[config.mk]
export PLATFORM = sky130hd
export DESIGN_NAME = fetch_ctrl
export DESIGN_NICKNAME = d
export VERILOG_FILES = /design/src/rtl/fetch_ctrl_pkg.sv /design/src/rtl/fetch_timeout_cnt.sv /design/src/rtl/fetch_ctrl.sv
export SDC_FILE = /design/constraint.sdc
export NUM_CORES = 1
export LEC_CHECK = 0
export CORE_AREA = 4 4 69 134
export DETAILED_ROUTE_END_ITERATION = 10
export DIE_AREA = 0 0 73 138
export GPL_ROUTABILITY_DRIVEN = 0
export GPL_TIMING_DRIVEN = 0
export PLACE_DENSITY_LB_ADDON = 0.05
export SLEW_MARGIN = 30
export SYNTH_ARGS = -nofsm -noshare
export SYNTH_HDL_FRONTEND = slang
export SYNTH_SLANG_ARGS = --single-unit
[constraint.sdc]
create_clock -name clk -period 3 [get_ports clk]
set_input_delay 0.6 -clock clk [delete_from_list [all_inputs] [get_ports clk]]
set_output_delay 0.6 -clock clk [all_outputs]
set_load 0.01 [all_outputs]
[src/rtl/fetch_ctrl_pkg.sv]
// Shared types and defaults for the instruction-fetch controller.
package fetch_ctrl_pkg;

  typedef enum logic [1:0] {
    ST_BOOT  = 2'd0,
    ST_FETCH = 2'd1,
    ST_DRAIN = 2'd2,
    ST_ERR   = 2'd3
  } fetch_state_e;

  localparam int unsigned PC_INC_DEFAULT  = 4;
  localparam int unsigned TIMEOUT_DEFAULT = 15;
  localparam int unsigned WAIT_W          = 8;

endpackage

[src/rtl/fetch_timeout_cnt.sv]
// Counts consecutive imem wait cycles and flags the cycle that reaches the limit.
module fetch_timeout_cnt
  import fetch_ctrl_pkg::*;
#(
  parameter int unsigned timeout = TIMEOUT_DEFAULT
) (
  input  logic clk,
  input  logic rst,
  input  logic inc,
  input  logic clr,
  output logic expire_c
);

  logic [WAIT_W-1:0] cnt_q;

  // Wait-cycle counter; clear wins over increment.
  always_ff @(posedge clk) begin
    if (!rst) begin
      cnt_q <= '0;
    end else if (clr) begin
      cnt_q <= '0;
    end else if (inc) begin
      cnt_q <= cnt_q + WAIT_W'(1);
    end
  end

  // The waiting cycle that would bring the count up to the limit.
  assign expire_c = inc & (cnt_q == WAIT_W'(timeout - 1));

endmodule

[src/rtl/fetch_ctrl.sv]
// IF-stage controller: issues imem requests, selects next PC, steers IF/ID.
module fetch_ctrl
  import fetch_ctrl_pkg::*;
#(
  parameter int unsigned bit_size = 18,
  parameter int unsigned pc_inc   = PC_INC_DEFAULT,
  parameter int unsigned timeout  = TIMEOUT_DEFAULT
) (
  input  logic                clk,
  input  logic                rst,
  input  logic [bit_size-1:0] pc_cur,
  input  logic                stall,
  input  logic                branch_taken,
  input  logic [bit_size-1:0] branch_target,
  input  logic                jump,
  input  logic [bit_size-1:0] jump_target,
  output logic                imem_req,
  output logic [bit_size-1:0] imem_addr,
  input  logic                imem_ready,
  output logic                PCWrite,
  output logic [bit_size-1:0] PCin,
  output logic                IFID_write,
  output logic                IFID_flush,
  output logic                imem_err
);

  fetch_state_e        state_q, state_d;
  logic [bit_size-1:0] redir_q, redir_d;
  logic                err_q;
  logic                redirect;
  logic [bit_size-1:0] target;
  logic                wait_inc, wait_clr, expire_c;

  assign redirect = branch_taken | jump;
  assign target   = branch_taken ? branch_target : jump_target;
  assign wait_inc = rst & ((state_q == ST_FETCH) | (state_q == ST_DRAIN)) & ~imem_ready;
  assign wait_clr = imem_ready | (state_d != state_q);
  assign imem_err = err_q & rst;

  fetch_timeout_cnt #(.timeout(timeout)) u_timeout (
    .clk      (clk),
    .rst      (rst),
    .inc      (wait_inc),
    .clr      (wait_clr),
    .expire_c (expire_c)
  );

  // State, pending redirect target and sticky error flag.
  always_ff @(posedge clk) begin
    if (!rst) begin
      state_q <= ST_BOOT;
      redir_q <= '0;
      err_q   <= 1'b0;
    end else begin
      state_q <= state_d;
      redir_q <= redir_d;
      if (state_d == ST_ERR) err_q <= 1'b1;
    end
  end

  // Next state and combinational PC / IF-ID control; everything low in reset.
  always_comb begin
    state_d    = state_q;
    redir_d    = redir_q;
    imem_req   = 1'b0;
    imem_addr  = '0;
    PCWrite    = 1'b0;
    PCin       = '0;
    IFID_write = 1'b0;
    IFID_flush = 1'b0;
    if (rst) begin
      unique case (state_q)
        ST_BOOT: state_d = ST_FETCH;
        ST_FETCH: begin
          imem_req  = 1'b1;
          imem_addr = pc_cur;
          if (imem_ready) begin
            if (redirect) begin
              PCWrite    = 1'b1;
              PCin       = target;
              IFID_flush = 1'b1;
            end else if (!stall) begin
              PCWrite    = 1'b1;
              PCin       = pc_cur + bit_size'(pc_inc);
              IFID_write = 1'b1;
            end
          end else if (expire_c) begin
            state_d = ST_ERR;
          end else if (redirect) begin
            redir_d = target;
            state_d = ST_DRAIN;
          end
        end
        ST_DRAIN: begin
          imem_req  = 1'b1;
          imem_addr = pc_cur;
          if (imem_ready) begin
            PCWrite    = 1'b1;
            PCin       = redirect ? target : redir_q;
            IFID_flush = 1'b1;
            state_d    = ST_FETCH;
          end else if (expire_c) begin
            state_d = ST_ERR;
          end else if (redirect) begin
            redir_d = target;
          end
        end
        ST_ERR: IFID_flush = 1'b1;
        default: state_d = ST_BOOT;
      endcase
    end
  end

endmodule

### Yosys cells after proc, flatten, opt, wreduce, memory -nomap -nowiden

Cells that the tools add are included.

| cells by class | value |
|---|---|
| $add $sub $neg | 2 |
| multiplexer cells | 33 |
| multipliers | 0 |
| reduce and logical (&&, ||, !) cells | 4 |
| eq/ne operators | 6 |
| div/mod/pow operators | 0 |
| bitwise logic cells | 10 |
| shifts and indexed selects | 0 |
| order comparisons | 0 |

Operator list:

| operator | number |
|---|---|
| 18-bit 2-to-1 mux | 9 |
| 18-bit case mux with 2 select lines | 1 |
| 18-bit by 3-bit adder with 18-bit output (second input constant) | 1 |
| 1-bit 2-to-1 mux | 14 |
| 2-bit 2-to-1 mux | 6 |
| 8-bit by 1-bit adder with 8-bit output (second input constant) | 1 |
| 8-bit by 4-bit == test with 1-bit output (second input constant) | 1 |
| 2-bit == test (second input constant) | 3 |
| 2-bit case mux with 3 select lines | 1 |
| 1-bit bitwise AND | 4 |
| 2-bit OR reduction | 2 |
| 1-bit inverter | 3 |
| 1-bit OR | 3 |
| 1-bit case mux with 3 select lines | 1 |
| 3-bit AND reduction | 1 |
| 2-bit by 1-bit == test with 1-bit output (second input constant) | 1 |
| 2-bit zero test | 1 |
| 2-bit != test | 1 |
| 1-bit case mux with 2 select lines | 1 |

| storage, ports and cells | value |
|---|---|
| latch bits | 0 |
| output and inout bits | 41 |
| ROM bits | 0 |
| bits in registers | 29 |
| memories | 0 |
| memory bits (writable) | 0 |
| logic and storage cells | 59 |

### Depth between registers and ports, before layout

Gate-level depths: netlist (run 1).

| logic depth | value |
|---|---|
| depth in word-level cells | 12 |
| gate-level depth with buffers | 8 |
| depth with buffers taken out | 7 |

### Hierarchy

A second synthesis (run 1) with hierarchy kept.

| second synthesis, totals | value |
|---|---|
| cell total of the unflattened synthesis | 392 |
| area, all modules | 2757.6 um^2 |

Modules (own cells, without submodules):

| module | cells an instance | instances | area an instance (um^2) |
|---|---|---|---|
| fetch_ctrl | 349 | 1 | 2373.5 |
| fetch_timeout_cnt | 43 | 1 | 384.1 |

### Worst setup path before layout (run 1)

Ideal clock, no wire load.

| path | value |
|---|---|
| path type | register to output |
| start point | reg state_q[0] |
| end point | out PCin[8] |
| slack | 0.539 ns |
| data arrival time | 1.861 ns |
| buffers on the path | 1 |
| stages on the path, launching flop included | 9 |
| required time | 2.400 ns |
| cell sequence | dfxtp_1 > inv_1 > ha_1 > buf_2 > nand2_1 > clkinv_1 > nand2_1 > nor2_1 > a32o_1 |

| between the ends | value |
|---|---|
| word-level cells in the longest chain between the ends | 3 |
| elaborated cells on any way between the ends | 4 |
| classes of those cells | eq/ne: 2; mux: 2 |

RTL lines:

| item | RTL line | text |
|---|---|---|
| start: declaration | fetch_ctrl.sv:27 | `fetch_state_e state_q, state_d;` |
| start signal: assignment | fetch_ctrl.sv:55 | `state_q <= state_d;` |
| 2-bit == test / 2-bit by 1-bit == test with 1-bit output (equally long branches) | fetch_ctrl.sv:72 | `unique case (state_q)` |
| 18-bit case mux with 2 select lines (*) | fetch_ctrl.sv:72 |  |
| 18-bit 2-to-1 mux (*) | fetch_ctrl.sv:71 | `if (rst) begin` |
| end: declaration | fetch_ctrl.sv:21 | `output logic [bit_size-1:0] PCin,` |

Mark *: on every way between the ends. The rest lies on a longest branch, timed or not.

### Worst setup path after layout (run 1)

| path | value |
|---|---|
| start point | in imem_ready |
| end point | out IFID_write |

| between the ends | value |
|---|---|
| word-level cells in the longest chain between the ends | 3 |

RTL lines:

| item | RTL line | text |
|---|---|---|
| start: declaration | fetch_ctrl.sv:19 | `input logic imem_ready,` |
| 1-bit 2-to-1 mux | fetch_ctrl.sv:77 | `if (imem_ready) begin` |
| 1-bit 2-to-1 mux | fetch_ctrl.sv:72 |  |
| 1-bit 2-to-1 mux | fetch_ctrl.sv:71 |  |
| end: declaration | fetch_ctrl.sv:22 | `output logic IFID_write,` |

Every way passes these cells.

==> impl_metrics.ini, run 1 <==
[status]
status = complete, no violations

[placed_design]
place_hpwl_um = 9170
place_ws_ns = -0.847
post_dp_cell_area_um2 = 3920
port_buffers = 98

[detailed_routing]
vias = 3501
dr.pass1.iters = 5
ant_nets = 0
vias_per_cell = 5.65
routed_wl_um = 11900
drtIter0Drc = 158
wl_per_cell_um = 19.2
drc = 0

[die]
dieHeight_um = 138
io_pins = 101
floorplan.initialDensity_pct = 33.9
core_um2 = 8290
num_rows = 47
die_x_um = 73
die_area_um2 = 10100

[final_layout]
areaGrowthSynthToFinish_pct = 56.9
postLayoutCoreUtil_pct = 53.1
num-fill-cells = 818
drive_gt1_share_pct = 17.2
diodes = 0
nets = 589
fin_area_um2 = 4400

[yosys]
synth_top_area_share_pct = 20.7
synthesis.nets = 466
yosysWarnings = 0
synth_most_common_cell = nor2_1
synth.area.top_cells = dfxtp_1 21%, a21oi_1 7.5%, nor2_1 5.7%, nand2_1 4.7%, o21ai_0 4.6%
synth_top_area_cell = dfxtp_1
async_flop_share_pct = 0
syn_inst = 398
ys_ff_latch = 29
synth_edf_count = 0
synth.distinct_cells = 61
ys_top_cells_by_count = 43 x nor2_1, 42 x a21oi_1, 35 x nand2_1
synth_seq_area_share_pct = 20.7
synth_area_um2 = 2810
synth_ff_type = dfxtp_1
syn_area_per_cell_um2 = 7.05

[sta]
post-route-period-util_pct = 97.4
finalClockSkew_ns = 0.00454
hold_slack_ns = 0.449
finalSetupViolCount = 0
hold_viol_final = 0
final.setup.worst_slack_ns = 0.0774
max_freq_mhz = 342
rsz0062_at_grt = yes
maxSlewViolCount = 0
slew_headroom_pct = 64.2
post-route-min-period_ns = 2.92
worst_pin_slew_ns = 0.538

[power_and_ir_drop]
finalPower_w = 0.00147
power.density_nw_per_um2 = 334
p_leak_nw = 1.94
max-vdd-ir-drop_mv = 0.329

[clock_network]
cts_tree = built
clk_pin_slew_worst_paths_ns = 0.05
cts_sinks = 29
ctsRootBufferMaster = clkbuf_16
clockBufferDepth = 2
clkLatencyLatePin_ns = 0.28
cts-htree-levels = 2
cts-buffers-inserted = 5

[job]
drv_cap = 0

[worst_setup_path]
startpoint_type = input port
crit_top_cell = clkdlybuf4s50_1
crit_slowest_cell = clkdlybuf4s50_1
worst_ep_required_time_ns = 2.40
cp_slowest_stage_delay_ns = 0.53
crit_type = in -> out
crit_arrival_ns = 2.32
cp_max_fo = 9
end_kind = primary output
crit_chain = clkdlybuf4s50_1 > buf_6 > inv_1 > nor2_4 > buf_4 > and3_1 > clkdlybuf4s50_1

[global_routing]
grt_pass1_vias = 3526
grt-busiest-layer = met2
use_met1_pct = 22.6
grt_max_degree = 11
antenna_found_initial = 0
grt_util_met2_pct = 44.4
grt_pass1_wl_um = 18000
grt_remaining_overflow = 0
grt.total_usage_pct = 22.9
grtUsageMet3_pct = 2.62

[min_path]
hold_class = reg -> reg
## worst max-delay path: cells and delay by family
family,cells,cell delay (ns)
AND/OR/NAND/NOR,2,0.26
buffers and inverters,5,1.46
## state kept, by name, summed over array words and instances, names as in the netlist
name             count
err_q                1
u_timeout.cnt_q      8
redir_q             18
state_q              2
## final timing paths
path	from	end	slack, ns	cells after the start
worst min register to register	err_q$_SDFFE_PN0N_	err_q$_SDFFE_PN0N_	0.45	2
worst max-delay path	imem_ready	IFID_write	0.08	7
worst max register to register	state_q[1]$_SDFF_PN0_	u_timeout.cnt_q[1]$_SDFFE_PP0P_	0.76	8
worst min-delay path	err_q$_SDFFE_PN0N_	err_q$_SDFFE_PN0N_	0.45	2
## where the power goes
part	switching [W]	leakage, nW	internal [W]
clock	0.000186	0.0696	0.000304
sequential	0.0000182	0.237	0.000414
combinational	0.000298	1.64	0.000250
total	0.000502	1.94	0.000967
## cells by family (layout without fill, tap and decap cells)
logic type	after synthesis	after routing	synth area share [%]
AND/OR/NAND/NOR	173	173	32.1
AO/OA/AOI/OAI	122	122	29.1
buffers and inverters	40	164	6.02
flip-flops	29	29	20.7
XOR/XNOR	17	17	5.30
multiplexers	9	9	3.21
adder cells (fa/ha/maj)	8	8	3.57
## through the flow
step | setup TNS (ns) | std cells
3_5_place_dp | -12.91 | 594
6_report | 0 | 620
3_3_place_gp | -14.49 | 594
4_1_cts | 0 | 614
5_1_grt | -0.0228 | 620
2_1_floorplan | 0 | 398
## cell usage in the layout (no fill, tap or decap), types with 4 or more instances in the layout
master           netlist  final
clkdlybuf4s50_1        0     64
a21oi_1               42     42
nor2_1                43     41
nand2_1               35     32
dfxtp_1               29     27
o21ai_0               26     24
dlygate4sd2_1          0     20
buf_4                  2     19
nand2b_1              19     19
and3_1                18     18
inv_1                 14     14
o211a_1               12     12
nor2b_1               10     10
xnor2_1                9      9
mux2i_1                9      9
buf_2                  9      8
xor2_1                 8      8
nand3_1                9      7
nor3_1                11      7
ha_1                   8      7
nand4_1                6      6
o31ai_1                6      6
clkbuf_2               0      5
a31oi_1                5      5
a22oi_1                5      5
clkbuf_16              0      5
clkbuf_1              10      4
dlymetal6s2s_1         0      4
## final cells by class
| type | instances | area [um2] | area share, % |
|---|---|---|---|
| buffer | 24 | 176 | 4.01 |
| clock buffer | 5 | 125 | 2.84 |
| clock inverter | 3 | 17.5 | 0.398 |
| inverter | 16 | 65.1 | 1.48 |
| multi-input combinational | 329 | 2220 | 50.3 |
| sequential | 29 | 586 | 13.3 |
| tap | 98 | 123 | 2.78 |
| timing repair buffer | 116 | 1090 | 24.9 |
## routing by layer
| layer | share of wire (%) | vias to the layer above |
|---|---|---|
| met5 | 0 | - |
| met4 | 3.6 | 0 |
| met3 | 4.5 | 27 |
| met2 | 57 | 139 |
| met1 | 35 | 1647 |
| li1 | - | 1688 |
## what timing repair did
item / in CTS / in global routing
pin swaps: 7 / 5
setup endpoints to repair: 35 / 17
resized for setup: 94 / 21
hold buffers: 0 / 0
endpoints found under the hold margin: 0 / 0
setup buffers: 12 / 5
gates cloned: 0 / 1
(Power assumes the default switching activity.)
==> run 2, diff against run 1 <==
GPL_TIMING_DRIVEN = default   (was 0)
SKIP_CTS_REPAIR_TIMING = 1   (was default)
TNS_END_PERCENT = 10   (was default)
==> run 2 against run 1 <==
Net effect:
- clock-buffer cell count up 1
- sequential share of layout area is 0.84 points lower
- routed wire length is 2.8% lower
- via count grew 2.2%
- cell count up 6.5%
- sequential power barely moved
- setup slack got worse by 0.034 ns
- clock skew up 0.0033 ns
- combinational power is 7.1% higher
- critical path type unchanged
==> impl_metrics.ini, run 2 (synthesis results as in run 1) <==
[die]
floorplan.initialDensity_pct = 33.9
io_pins = 101
die_x_um = 73
num_rows = 47
dieHeight_um = 138
die_area_um2 = 10100
core_um2 = 8290

[global_routing]
grt.total_usage_pct = 22.8
grt_pass1_vias = 3652
grt_util_met2_pct = 45.1
use_met1_pct = 22.1
grt_max_degree = 35
grtUsageMet3_pct = 2.69
grt_pass1_wl_um = 17900
grt-busiest-layer = met2
grt_remaining_overflow = 0
antenna_found_initial = 0

[clock_network]
cts-htree-levels = 2
clkLatencyLatePin_ns = 0.28
clockBufferDepth = 2
clk_pin_slew_worst_paths_ns = 0.05
cts_sinks = 29
cts-buffers-inserted = 5
cts_tree = built
ctsRootBufferMaster = clkbuf_16

[detailed_routing]
vias_per_cell = 5.42
routed_wl_um = 11600
wl_per_cell_um = 17.5
ant_nets = 0
drtIter0Drc = 126
dr.pass1.iters = 4
drc = 0
vias = 3579

[worst_setup_path]
r2r_slack_ns = 0.66
crit_buf_inv = 3
cp_slowest_stage_delay_ns = 0.54
worst_ep_required_time_ns = 2.40
cp_top_family = buffers and inverters
crit_type = in -> out
crit_top_cell = nor3_2
crit_slowest_cell = clkdlybuf4s50_1
crit_chain = clkdlybuf4s50_1 > nand4_1 > nor3_2 > buf_4 > xor2_1 > a22oi_1 > nor3_2 > buf_2
cp_max_fo = 4
startpoint_type = input port
end_kind = primary output
crit_arrival_ns = 2.36

[power_and_ir_drop]
switchingPower_w = 0.000491
pwr-share-clk_pct = 33.5
p_int_w = 0.00104
p_leak_nw = 2.23
power.density_nw_per_um2 = 327
max-vdd-ir-drop_mv = 0.420
power_frac_seq_pct = 28.1
power_frac_comb_pct = 38.3
switching_share_pct = 32.1

[sta]
finalSetupTns_ns = 0
finalSetupViolCount = 0
finalClockSkew_ns = 0.00785
maxSlewViolCount = 0
max_freq_mhz = 338
rsz0062_at_grt = yes
post-route-period-util_pct = 98.6
post-route-min-period_ns = 2.96
hold_viol_final = 0
worst_pin_slew_ns = 0.450
slew_headroom_pct = 69.8

[status]
status = complete, no violations

[final_layout]
top_regs = redir_q (18), u_timeout.cnt_q (8), state_q (2)
multi_input_area_um2 = 2140
final_common_cell = buf_4
drive_gt1_share_pct = 21.7
regArea_um2 = 583
layoutNonFillerInstCount = 660
diodes = 0
areaGrowthSynthToFinish_pct = 66.7
final_cell_mix = 78 x buf_4, 76 x clkdlybuf4s50_1, 42 x a21oi_1
regMostFlops = redir_q
nets = 629
num-fill-cells = 832
postLayoutCoreUtil_pct = 56.5
largest_register_ffs = 18

[placed_design]
port_buffers = 100
place_hpwl_um = 9330
dpl.cell_count = 649

[min_path]
hold_class = reg -> reg

[job]
drv_cap = 0
-- run 2: changes by cell type in the layout (fill, tap and decap cells not counted), moves of 3 or more --
cell             delta
buf_2               -4
buf_4              +59
clkbuf_1            -4
clkdlybuf4s15_1     -3
clkdlybuf4s15_2     -3
clkdlybuf4s50_1    +12
dlygate4sd2_1      -20
dlymetal6s2s_1     +13
nand2_1             +3
-- run 2: cell type report --
class / count / share of cell area (%)
multi-input combinational: 329 / 45.7
clock inverter: 2 / 0.294
timing repair buffer: 180 / 34.7
sequential: 29 / 12.5
inverter: 16 / 1.28
clock buffer: 6 / 2.97
tap: 98 / 2.62
-- run 2: power groups by stage --
stage | sequential, W | combinational [W] | clock (W)
floorplan | 0.000435 | 0.000268 | 0
global placement | 0.000436 | 0.000574 | 0
detailed placement | 0.000437 | 0.000579 | 0
CTS | 0.000429 | 0.000582 | 0.000524
global route | 0.000433 | 0.000637 | 0.000536
finish | 0.000430 | 0.000586 | 0.000513
-- run 2: worst paths after layout --
kind                              start                         endpoint  cells past startpoint
setup reg to reg  state_q[1]$_SDFF_PN0_  u_timeout.cnt_q[7]$_SDFFE_PP0P_                      8
hold / removal       err_q$_SDFFE_PN0N_               err_q$_SDFFE_PN0N_                      2
setup / recovery              pc_cur[9]                         PCin[13]                      8
hold reg to reg      err_q$_SDFFE_PN0N_               err_q$_SDFFE_PN0N_                      2
-- run 2: stage by stage --
step / setup WS [ns] / hold WS [ns] / cell area [um2] / power (W)
2_1_floorplan: 0.539 / 0.419 / 2810 / 0.000703
3_3_place_gp: -0.477 / 0.437 / 4410 / 0.00101
3_5_place_dp: -0.508 / 0.466 / 4410 / 0.00102
4_1_cts: -0.506 / 0.478 / 4570 / 0.00153
5_1_grt: -0.0326 / 0.492 / 4680 / 0.00161
6_report: 0.0431 / 0.468 / 4680 / 0.00153
-- run 2: layer usage --
layer / share of wire [%] / wire (um)
met1: 35 / 4010
met2: 58 / 6650
met3: 4.5 / 518
met4: 3.2 / 374
met5: 0 / 0
-- run 2: worst register-to-register path, cell delays in order, from the launching register on --
cell and delay [ns]:
dfxtp_2 0.38, inv_1 0.10, ha_1 0.35, buf_4 0.26, nand3b_1 0.21, a2111oi_2 0.45, o311a_1 0.19, a211o_2 0.20
nor2_1 0.08
